**config.mk**
```make
export PLATFORM = sky130hd
export DESIGN_NAME = serial_seq_ctrl
export DESIGN_NICKNAME = d
export VERILOG_FILES = /design/src/rtl/bitser_pkg.sv /design/src/rtl/bit_counter.sv /design/src/rtl/serial_seq_ctrl.sv
export SDC_FILE = /design/constraint.sdc
export NUM_CORES = 1
export LEC_CHECK = 0
export CELL_PAD_IN_SITES_DETAIL_PLACEMENT = 1
export CELL_PAD_IN_SITES_GLOBAL_PLACEMENT = 2
export CORE_AREA = 2 2 48 50
export DETAILED_ROUTE_END_ITERATION = 7
export DIE_AREA = 0 0 50 52
export PLACE_DENSITY_LB_ADDON = 0.1
export SETUP_SLACK_MARGIN = 0.5
export SYNTH_ARGS = -nofsm -noshare
export SYNTH_HDL_FRONTEND = slang
export SYNTH_SLANG_ARGS = --single-unit
```
**constraint.sdc**
```tcl
create_clock -name clk -period 1.7 [get_ports clk]
set_input_delay 0.34 -clock clk [delete_from_list [all_inputs] [get_ports clk]]
set_output_delay 0.34 -clock clk [all_outputs]
set_load 0.02 [all_outputs]
```
**src/rtl/bitser_pkg.sv**
```systemverilog
// Shared definitions for the bit-serial datapath controllers: sequencer state
// encoding and a small state-class helper.
package bitser_pkg;

    localparam int SEQ_STATE_W = 3;

    typedef enum logic [SEQ_STATE_W-1:0] {
        SEQ_IDLE  = 3'd0,
        SEQ_LOAD  = 3'd1,
        SEQ_PRIME = 3'd2,
        SEQ_SHIFT = 3'd3,
        SEQ_DONE  = 3'd4
    } seq_state_t;

    // PRIME and SHIFT are the states in which the serial datapath is moving.
    function automatic logic is_serial(input seq_state_t s);
        return (s == SEQ_PRIME) || (s == SEQ_SHIFT);
    endfunction

endpackage

```
**src/rtl/bit_counter.sv**
```systemverilog
// Bit-index counter for the serial sequencer; terminal flags index WIDTH-1.
module bit_counter
    import bitser_pkg::*;
#(
    parameter int WIDTH = 8,
    localparam int IDX_W = $clog2(WIDTH)
) (
    input  logic             clk,
    input  logic             rst_n,
    input  logic             en,
    input  logic             clr,
    output logic [IDX_W-1:0] count,
    output logic             terminal
);

    logic [IDX_W-1:0] r_count;

    // NOTE: state registers use non-blocking assignments and an asynchronous,
    // active-low reset so every flop clears the moment rst_n falls.
    always_ff @(posedge clk or negedge rst_n) begin
        if (!rst_n) begin
            r_count <= '0;
        end else if (clr) begin
            r_count <= '0;
        end else if (en) begin
            r_count <= r_count + 1'b1;
        end
    end

    assign count    = r_count;
    assign terminal = (r_count == IDX_W'(WIDTH - 1));

endmodule

```
**src/rtl/serial_seq_ctrl.sv**
```systemverilog
// Bit-serial operation sequencer: LOAD, PRIME, WIDTH SHIFT cycles, DONE.
// Define SERIAL_SEQ_STALL_EN to let stall insert bubbles in PRIME/SHIFT.
module serial_seq_ctrl
    import bitser_pkg::*;
#(
    parameter int WIDTH = 8,
    localparam int IDX_W = $clog2(WIDTH)
) (
    input  logic             clk,
    input  logic             rst_n,
    input  logic             start_valid,
    output logic             start_ready,
    input  logic             stall,
    output logic             sr_en,
    output logic             sr_load,
    output logic             alu_first,
    output logic             wb_en,
    output logic [IDX_W-1:0] bit_idx,
    output logic             last_bit,
    output logic             busy,
    output logic             done
);

    seq_state_t       r_state;
    logic             r_bubble;
    logic             r_sr_en;
    logic             r_sr_load;
    logic             r_alu_first;
    logic             r_wb_en;
    logic             r_last_bit;
    logic             r_busy;
    logic             r_done;

    seq_state_t       w_nxt_state;
    logic             w_nxt_bubble;
    logic             w_nxt_work;
    logic             w_nxt_last;
    logic             w_accept;
    logic             w_cnt_en;
    logic             w_cnt_clr;
    logic             w_term;
    logic             w_pre_term;
    logic [IDX_W-1:0] w_count;

    assign start_ready = (r_state == SEQ_IDLE) || (r_state == SEQ_DONE);
    assign w_accept    = start_valid && start_ready;
    assign w_pre_term  = (w_count == IDX_W'(WIDTH - 2));

    bit_counter #(.WIDTH(WIDTH)) u_bit_counter (
        .clk      (clk),
        .rst_n    (rst_n),
        .en       (w_cnt_en),
        .clr      (w_cnt_clr),
        .count    (w_count),
        .terminal (w_term)
    );

    // A bubble cycle did no serial work, so PRIME/SHIFT repeat it rather than advance.
    // NOTE: every signal gets a default at the top of always_comb so no path
    // through the case can leave it unassigned and infer a latch.
    always_comb begin
        w_nxt_state = r_state;
        w_cnt_en    = 1'b0;
        w_cnt_clr   = 1'b0;
        case (r_state)
            SEQ_IDLE:  if (w_accept) w_nxt_state = SEQ_LOAD;
            SEQ_LOAD:  w_nxt_state = SEQ_PRIME;
            SEQ_PRIME: if (!r_bubble) w_nxt_state = SEQ_SHIFT;
            SEQ_SHIFT: begin
                if (!r_bubble) begin
                    if (w_term) begin
                        w_nxt_state = SEQ_DONE;
                        w_cnt_clr   = 1'b1;
                    end else begin
                        w_cnt_en    = 1'b1;
                    end
                end
            end
            SEQ_DONE:  w_nxt_state = w_accept ? SEQ_LOAD : SEQ_IDLE;
            default:   w_nxt_state = SEQ_IDLE;
        endcase
    end

`ifdef SERIAL_SEQ_STALL_EN
    // Stall seen in a serial cycle turns the following serial cycle into a bubble.
    assign w_nxt_bubble = stall && is_serial(r_state) && is_serial(w_nxt_state);
`else
    logic w_unused_stall;
    assign w_unused_stall = stall;
    assign w_nxt_bubble   = 1'b0;
`endif

    assign w_nxt_work = is_serial(w_nxt_state) && !w_nxt_bubble;
    assign w_nxt_last = (w_nxt_state == SEQ_SHIFT) && !w_nxt_bubble &&
                        (w_cnt_en ? w_pre_term : w_term);

    always_ff @(posedge clk or negedge rst_n) begin
        if (!rst_n) begin
            r_state     <= SEQ_IDLE;
            r_bubble    <= 1'b0;
            r_sr_en     <= 1'b0;
            r_sr_load   <= 1'b0;
            r_alu_first <= 1'b0;
            r_wb_en     <= 1'b0;
            r_last_bit  <= 1'b0;
            r_busy      <= 1'b0;
            r_done      <= 1'b0;
        end else begin
            r_state     <= w_nxt_state;
            r_bubble    <= w_nxt_bubble;
            r_sr_en     <= (w_nxt_state == SEQ_LOAD) || w_nxt_work;
            r_sr_load   <= (w_nxt_state == SEQ_LOAD);
            r_alu_first <= (w_nxt_state == SEQ_PRIME);
            r_wb_en     <= (w_nxt_state == SEQ_SHIFT) && !w_nxt_bubble;
            r_last_bit  <= w_nxt_last;
            r_busy      <= (w_nxt_state != SEQ_IDLE);
            r_done      <= (w_nxt_state == SEQ_DONE);
        end
    end

    assign sr_en     = r_sr_en;
    assign sr_load   = r_sr_load;
    assign alu_first = r_alu_first;
    assign wb_en     = r_wb_en;
    assign bit_idx   = w_count;
    assign last_bit  = r_last_bit;
    assign busy      = r_busy;
    assign done      = r_done;

endmodule

```
==> results of run 1 <==
## cell type report
class	instances	area share (%)
Clock inverter	1	0.605
Multi-Input combinational cell	28	31.6
Inverter	2	0.908
Clock buffer	3	2.72
Tap cell	28	4.24
Sequential cell	13	39.6
Timing Repair Buffer	22	20.3
## worst paths after layout
path | startpoint | endpoint | cells past startpoint
setup / recovery | r_state[0] | start_ready | 2
hold / removal | rst_n | sr_en | 2
setup reg to reg | u_bit_counter.count[0] | sr_en | 4
hold reg to reg | r_state[2] | r_state[1] | 1
max in group asynchronous | rst_n | u_bit_counter.count[1] | 2
min in group clk | r_state[2] | r_state[1] | 1
## flip-flops by register name (all words and copies together) (netlist names)
signal and count:
alu_first 1, busy 1, done 1, last_bit 1, r_state 3, sr_en 1, sr_load 1, u_bit_counter.count 3
wb_en 1
## per-layer routing
metal / GRT usage, % / part of all wire, % / vias up
li1: - / - / 203
met1: 15.3 / 45 / 203
met2: 18.0 / 47 / 11
met3: 2.87 / 3.5 / 4
met4: 9.72 / 3.7 / 0
met5: 0 / 0 / -
## power breakdown
part	internal (W)	switching, W
registers	0.000419	0.0000809
clock network	0.0000874	0.000114
logic	0.000396	0.000366
total	0.000902	0.000561
## logic make-up (layout without fill, tap and decap cells)
logic type,count (synthesis),count (layout),synth area share [%]
AND/OR/NAND/NOR,15,15,19.1
multiplexers,1,1,2.60
buffers and inverters,4,28,4.56
adder cells (fa/ha/maj),3,3,6.51
flip-flops,13,13,56.4
AO/OA/AOI/OAI,9,9,10.8
## what timing repair did
action | 4_1_cts | 5_1_grt
setup buffers | 5 | 1
pin swaps | 2 | 1
resized for setup | 50 | 3
setup endpoints to repair | 13 | 10
endpoints found under the hold margin | 0 | 0
## metrics by stage
step / utilization [%] / instances / hold slack [ps] / total power (W)
6_report: 39.3 / 97 / 351 / 0.00146
4_1_cts: 38.4 / 96 / 347 / 0.00146
2_1_floorplan: - / 45 / 44.4 / 0.000985
5_1_grt: 39.3 / 97 / 347 / 0.00161
3_3_place_gp: 37.0 / 87 / 543 / 0.00122
3_5_place_dp: 37.0 / 87 / 550 / 0.00124
## layout by cell type, fill, tap and decap left out, types with 3 or more instances in the layout
| master | n |
|---|---|
| buf_2 | 7 |
| buf_4 | 9 |
| buf_6 | 4 |
| clkbuf_4 | 3 |
| dfrtp_1 | 11 |
| nor2_1 | 3 |
==> impl_results.md, run 1 <==
* Synth top area share at 56.4%
* Clock sinks at 13
* Core Region at 2110 um^2
* Syn Inst Count at 45
* Hold crit path type: in2async
* Max Freq at just under 800 MHz
* Critical path type: reg2out
* Drt wl/cell at 12.2 um
* Synth top area cells: dfrtp_1 (56%), ha_1 (6.5%), nand3b_4 (3.5%)
* Synth warnings at 0
* Final GP Congestion at 0.657
* Worst Path Required at 1360 ps
* Initial antenna violation count at 0
* Full die area at 2600 um^2
* Io pins at 15
* Final setup viols at 0
* Post-synthesis area per instance at 12.8 um^2
* Total Wirelength at 1190 um
* Skew-Pair Late Insertion Delay at roughly 280 ps
* Max stage delay on crit path at around 410 ps
* Final period util at ~76%
* Critical Path Fanout Max at 2
* Worst Setup End Kind: output pin
* CTS Root Cell: clkbuf_4
* Num CTS Buffers at 3
* Slew margin rel. at between 80 and 90%
* Design area at 827 um^2
* Worst Skew at 2.22 ps
* Status: finished clean
* GR Overflow Total at 0
* Syn_nets at 52
* Leak at 0.396 nW
* All-layer global routing usage at 12.2%
* Via Count at 421
* Critical path's slowest cell: dfrtp_1
* Hold-fix buffers at CTS at 0
* Place WS at 201 ps
* Tmin final at 1290 ps
* Register area share after synthesis at 56.4%
* Post-synthesis cell type count at 23
* Final hold vios at 0
* Pwr/cell area at 1770 nW/um^2
* Reg2reg setup slack at 450 ps
* Number of max-slew violations in the final report at 0
* Post-synth EDFFs at 0
* Area of the multi-input gates at between 200 and 300 um^2
* Nets at 77
* Die width at 50 um
* MaxCap Viol Count at 0
* Number of remaining DRC errors at 0
* Synth top cells by count: dfrtp_1 (13), ha_1 (3), nor2_1 (3), nor3_1 (3)
* Dominant synthesized flop cell: dfrtp_1
* P&R area growth vs syn at 43.4%
* Number of global-route vias before repair at 448
* Row count at 17
* Critical Path Source Type: flop
* Antenna viol nets, final at 0
* Arrival time at the worst endpoint at 950 ps
* FF+latch area at 328 um^2
* Worst Max-Slew Pin Slew at 264 ps
* CTS tree: done
* Synth area leader: dfrtp_1
* Clk slew on worst S/H paths at 90 ps
* H-tree levels at 1
* Critical path's top delay family: flip-flops
* Mapped Area at around 580 um^2
* Initial Util at 27.4%
* DR iter-0 viols at 6
* Clk buf depth at 2
* Peak supply drop at 1.07 mV
* Top-count cell post-synth: dfrtp_1
* Largest net degree at the start of global routing at 14
* FFs w/ async S/R, synth at between 90% and 100%
* Avg Vias per Cell at 4.34
* FF+latch count, synth at 13
* Placement Cell Area at 779 um^2
* Pre-antenna DRT Iters at 4
* Final worst-path setup slack at 412 ps
* Fraction of layout cells with a size suffix above 1 at 50.7%
* Critical-path cell list: nor2_4 > buf_6
* IO buf count at 13
* Final-layout fill cell count at 243
* Post-route setup TNS at 0 ps
* First-pass GRT wire length at 2240 um
* Height of the die at 52 um
* Buf/Inv on CP at 1
* # diodes at 0
* RSZ-0062 raised after global routing: yes
* Detailed Place HPWL at 821 um
Power figures use the tool's default switching activity.
==> run 2, diff against run 1 <==
==> constraint.sdc (replaced) <==
create_clock -name clk -period 1.2 [get_ports clk]
set_input_delay 0.24 -clock clk [delete_from_list [all_inputs] [get_ports clk]]
set_output_delay 0.24 -clock clk [all_outputs]
set_load 0.02 [all_outputs]
==> run 2 against run 1 <==
The flow now finishes with violations (setup timing). Utilization rose by 9.7 points. Clock skew rose by 1.7 ps. Critical path depth rose by 4. Sequential share of layout area fell by 7.9 points. Clock-buffer cell count rose by 1. Combinational power rose by 110%. Final area rose by 25%. Global-route usage fell by 1.3 points. Critical path type is now reg2reg. Largest cell class is now multi-input combinational cells. Largest power group unchanged.
==> impl_results.md, run 2 (synthesized netlist as in run 1, its figures left out) <==
* Tmin final at 1260 ps
* Pre-antenna DRT Iters at 4
* Buf/Inv on CP at 1
* # diodes at 0
* Failing checks: setup timing
* Initial antenna violation count at 0
* IO buf count at 13
* Finished Layout Cells at 107
* Critical path's top delay family: flip-flops
* Fraction of layout cells with a size suffix above 1 at 68.4%
* Number of remaining DRC errors at 0
* Max Freq at 796 MHz
* Number of max-slew violations in the final report at 0
* Clk buf depth at 2
* Final period util at 105%
* Critical Path Fanout Max at 5
* Nets at 87
* Skew-Pair Late Insertion Delay at 280 ps
* Initial Util at 27.4%
* Clock sinks at 13
* Die width at 50 um
* Final GP Congestion at approximately 0.68
* MaxCap Viol Count at 0
* P&R area growth vs syn at 79.0%
* Total Wirelength at 1420 um
* Drt wl/cell at about 13 um
* Status: finished, violations left
* Max stage delay on crit path at 450 ps
* Number of global-route vias before repair at 419
* Placed Instances at 94
* Placement Cell Area at 832 um^2
* Num CTS Buffers at 3
* Most frequent cells in the layout: buf_6 (14), buf_4 (14), dfrtp_1 (11)
* Antenna viol nets, final at 0
* All-layer global routing usage at 11.0%
* Worst Max-Slew Pin Slew at 207 ps
* Height of the die at around 52 um
* Tot Pwr at 0.00259 W
* Via Count at 468
* Peak supply drop at 1.23 mV
* DR iter-0 viols at 4
* Final hold vios at 0
* GR Overflow Total at 0
* CTS tree: done
* Core Region at 2110 um^2
* Critical path type: reg2reg
* Row count at 17
* Io pins at 15
* Worst Path Required at 1400 ps
* Full die area at 2600 um^2
* Clk slew on worst S/H paths at 90 ps
* Leak at roughly 0.48 nW
* Worst Skew at 3.90 ps
* Avg Vias per Cell at 4.37
* Largest net degree at the start of global routing at 14
* Slew margin rel. at around 86%
* First-pass GRT wire length at 2010 um
* Detailed Place HPWL at 868 um
* Final setup viols at 8
* Critical-path cell list: ha_4 > ha_4 > buf_4 > nand2_4 > nor2_2 > nor3_2
* H-tree levels at 1
* Post-layout util at 49.0%
* Design area at 1030 um^2
* Hold crit path type: in2async
* Post-route setup TNS at -247 ps
* Arrival time at the worst endpoint at 1460 ps
* Critical path's slowest cell: dfrtp_2
* Critical Path Source Type: flop
* Final worst-path setup slack at -55.5 ps
* Worst Setup End Kind: flop
* CTS Root Cell: clkbuf_4
* Final-layout fill cell count at 217
* CP dominant cell by count: ha_4
* Pwr/cell area at 2510 nW/um^2
* Hold-fix buffers at CTS at 0
* RSZ-0062 raised after global routing: yes
==> run 2: worst paths after layout <==
path,to,cells past startpoint,startpoint,slack (ps)
setup reg to reg,r_state[1],6,u_bit_counter.count[1],-60
max in group asynchronous,u_bit_counter.count[1],2,rst_n,770
setup / recovery,r_state[1],6,u_bit_counter.count[1],-60
hold reg to reg,alu_first,2,r_state[2],610
min in group clk,alu_first,2,r_state[2],610
hold / removal,alu_first,2,rst_n,260
==> run 2: per-layer routing <==
layer | GRT usage (%) | vias to the layer above | wire (um)
met5 | 0 | - | 0
met4 | 6.94 | 0 | 25
met3 | 2.87 | 3 | 48
met2 | 16.4 | 12 | 700
met1 | 13.9 | 228 | 644
li1 | - | 225 | -
==> run 2: cell type report <==
cell class | count | area, um^2 | share of cell area [%]
Timing Repair Buffer | 32 | 303 | 29.3
Tap cell | 28 | 35.0 | 3.39
Inverter | 2 | 7.51 | 0.727
Clock buffer | 4 | 26.3 | 2.55
Sequential cell | 13 | 328 | 31.8
Multi-Input combinational cell | 28 | 333 | 32.2
==> run 2: metrics by stage <==
step / hold WS (ps) / worst slack (ps)
2_1_floorplan: -55.6 / -44.6
3_3_place_gp: 566 / -135
3_5_place_dp: 587 / -166
4_1_cts: 273 / -62.8
5_1_grt: 275 / -135
6_report: 260 / -55.5
==> run 2: worst register-to-register path, cell delays in order, from the launching register on <==
cell     delay (ps)
dfrtp_2         450
ha_4            170
ha_4            160
buf_4           150
nand2_4          60
nor2_2           40
nor3_2          150
==> run 2: power breakdown <==
part	internal [W]	leakage, nW	switching [W]
logic	0.000895	0.312	0.000694
registers	0.000595	0.151	0.000122
clock network	0.000129	0.0150	0.000157
==> run 2: repair_timing <==
item | 4_1_cts | 5_1_grt
resized for setup | 71 | 13
pin swaps | 3 | 7
setup endpoints to repair | 24 | 24
setup buffers | 1 | 8
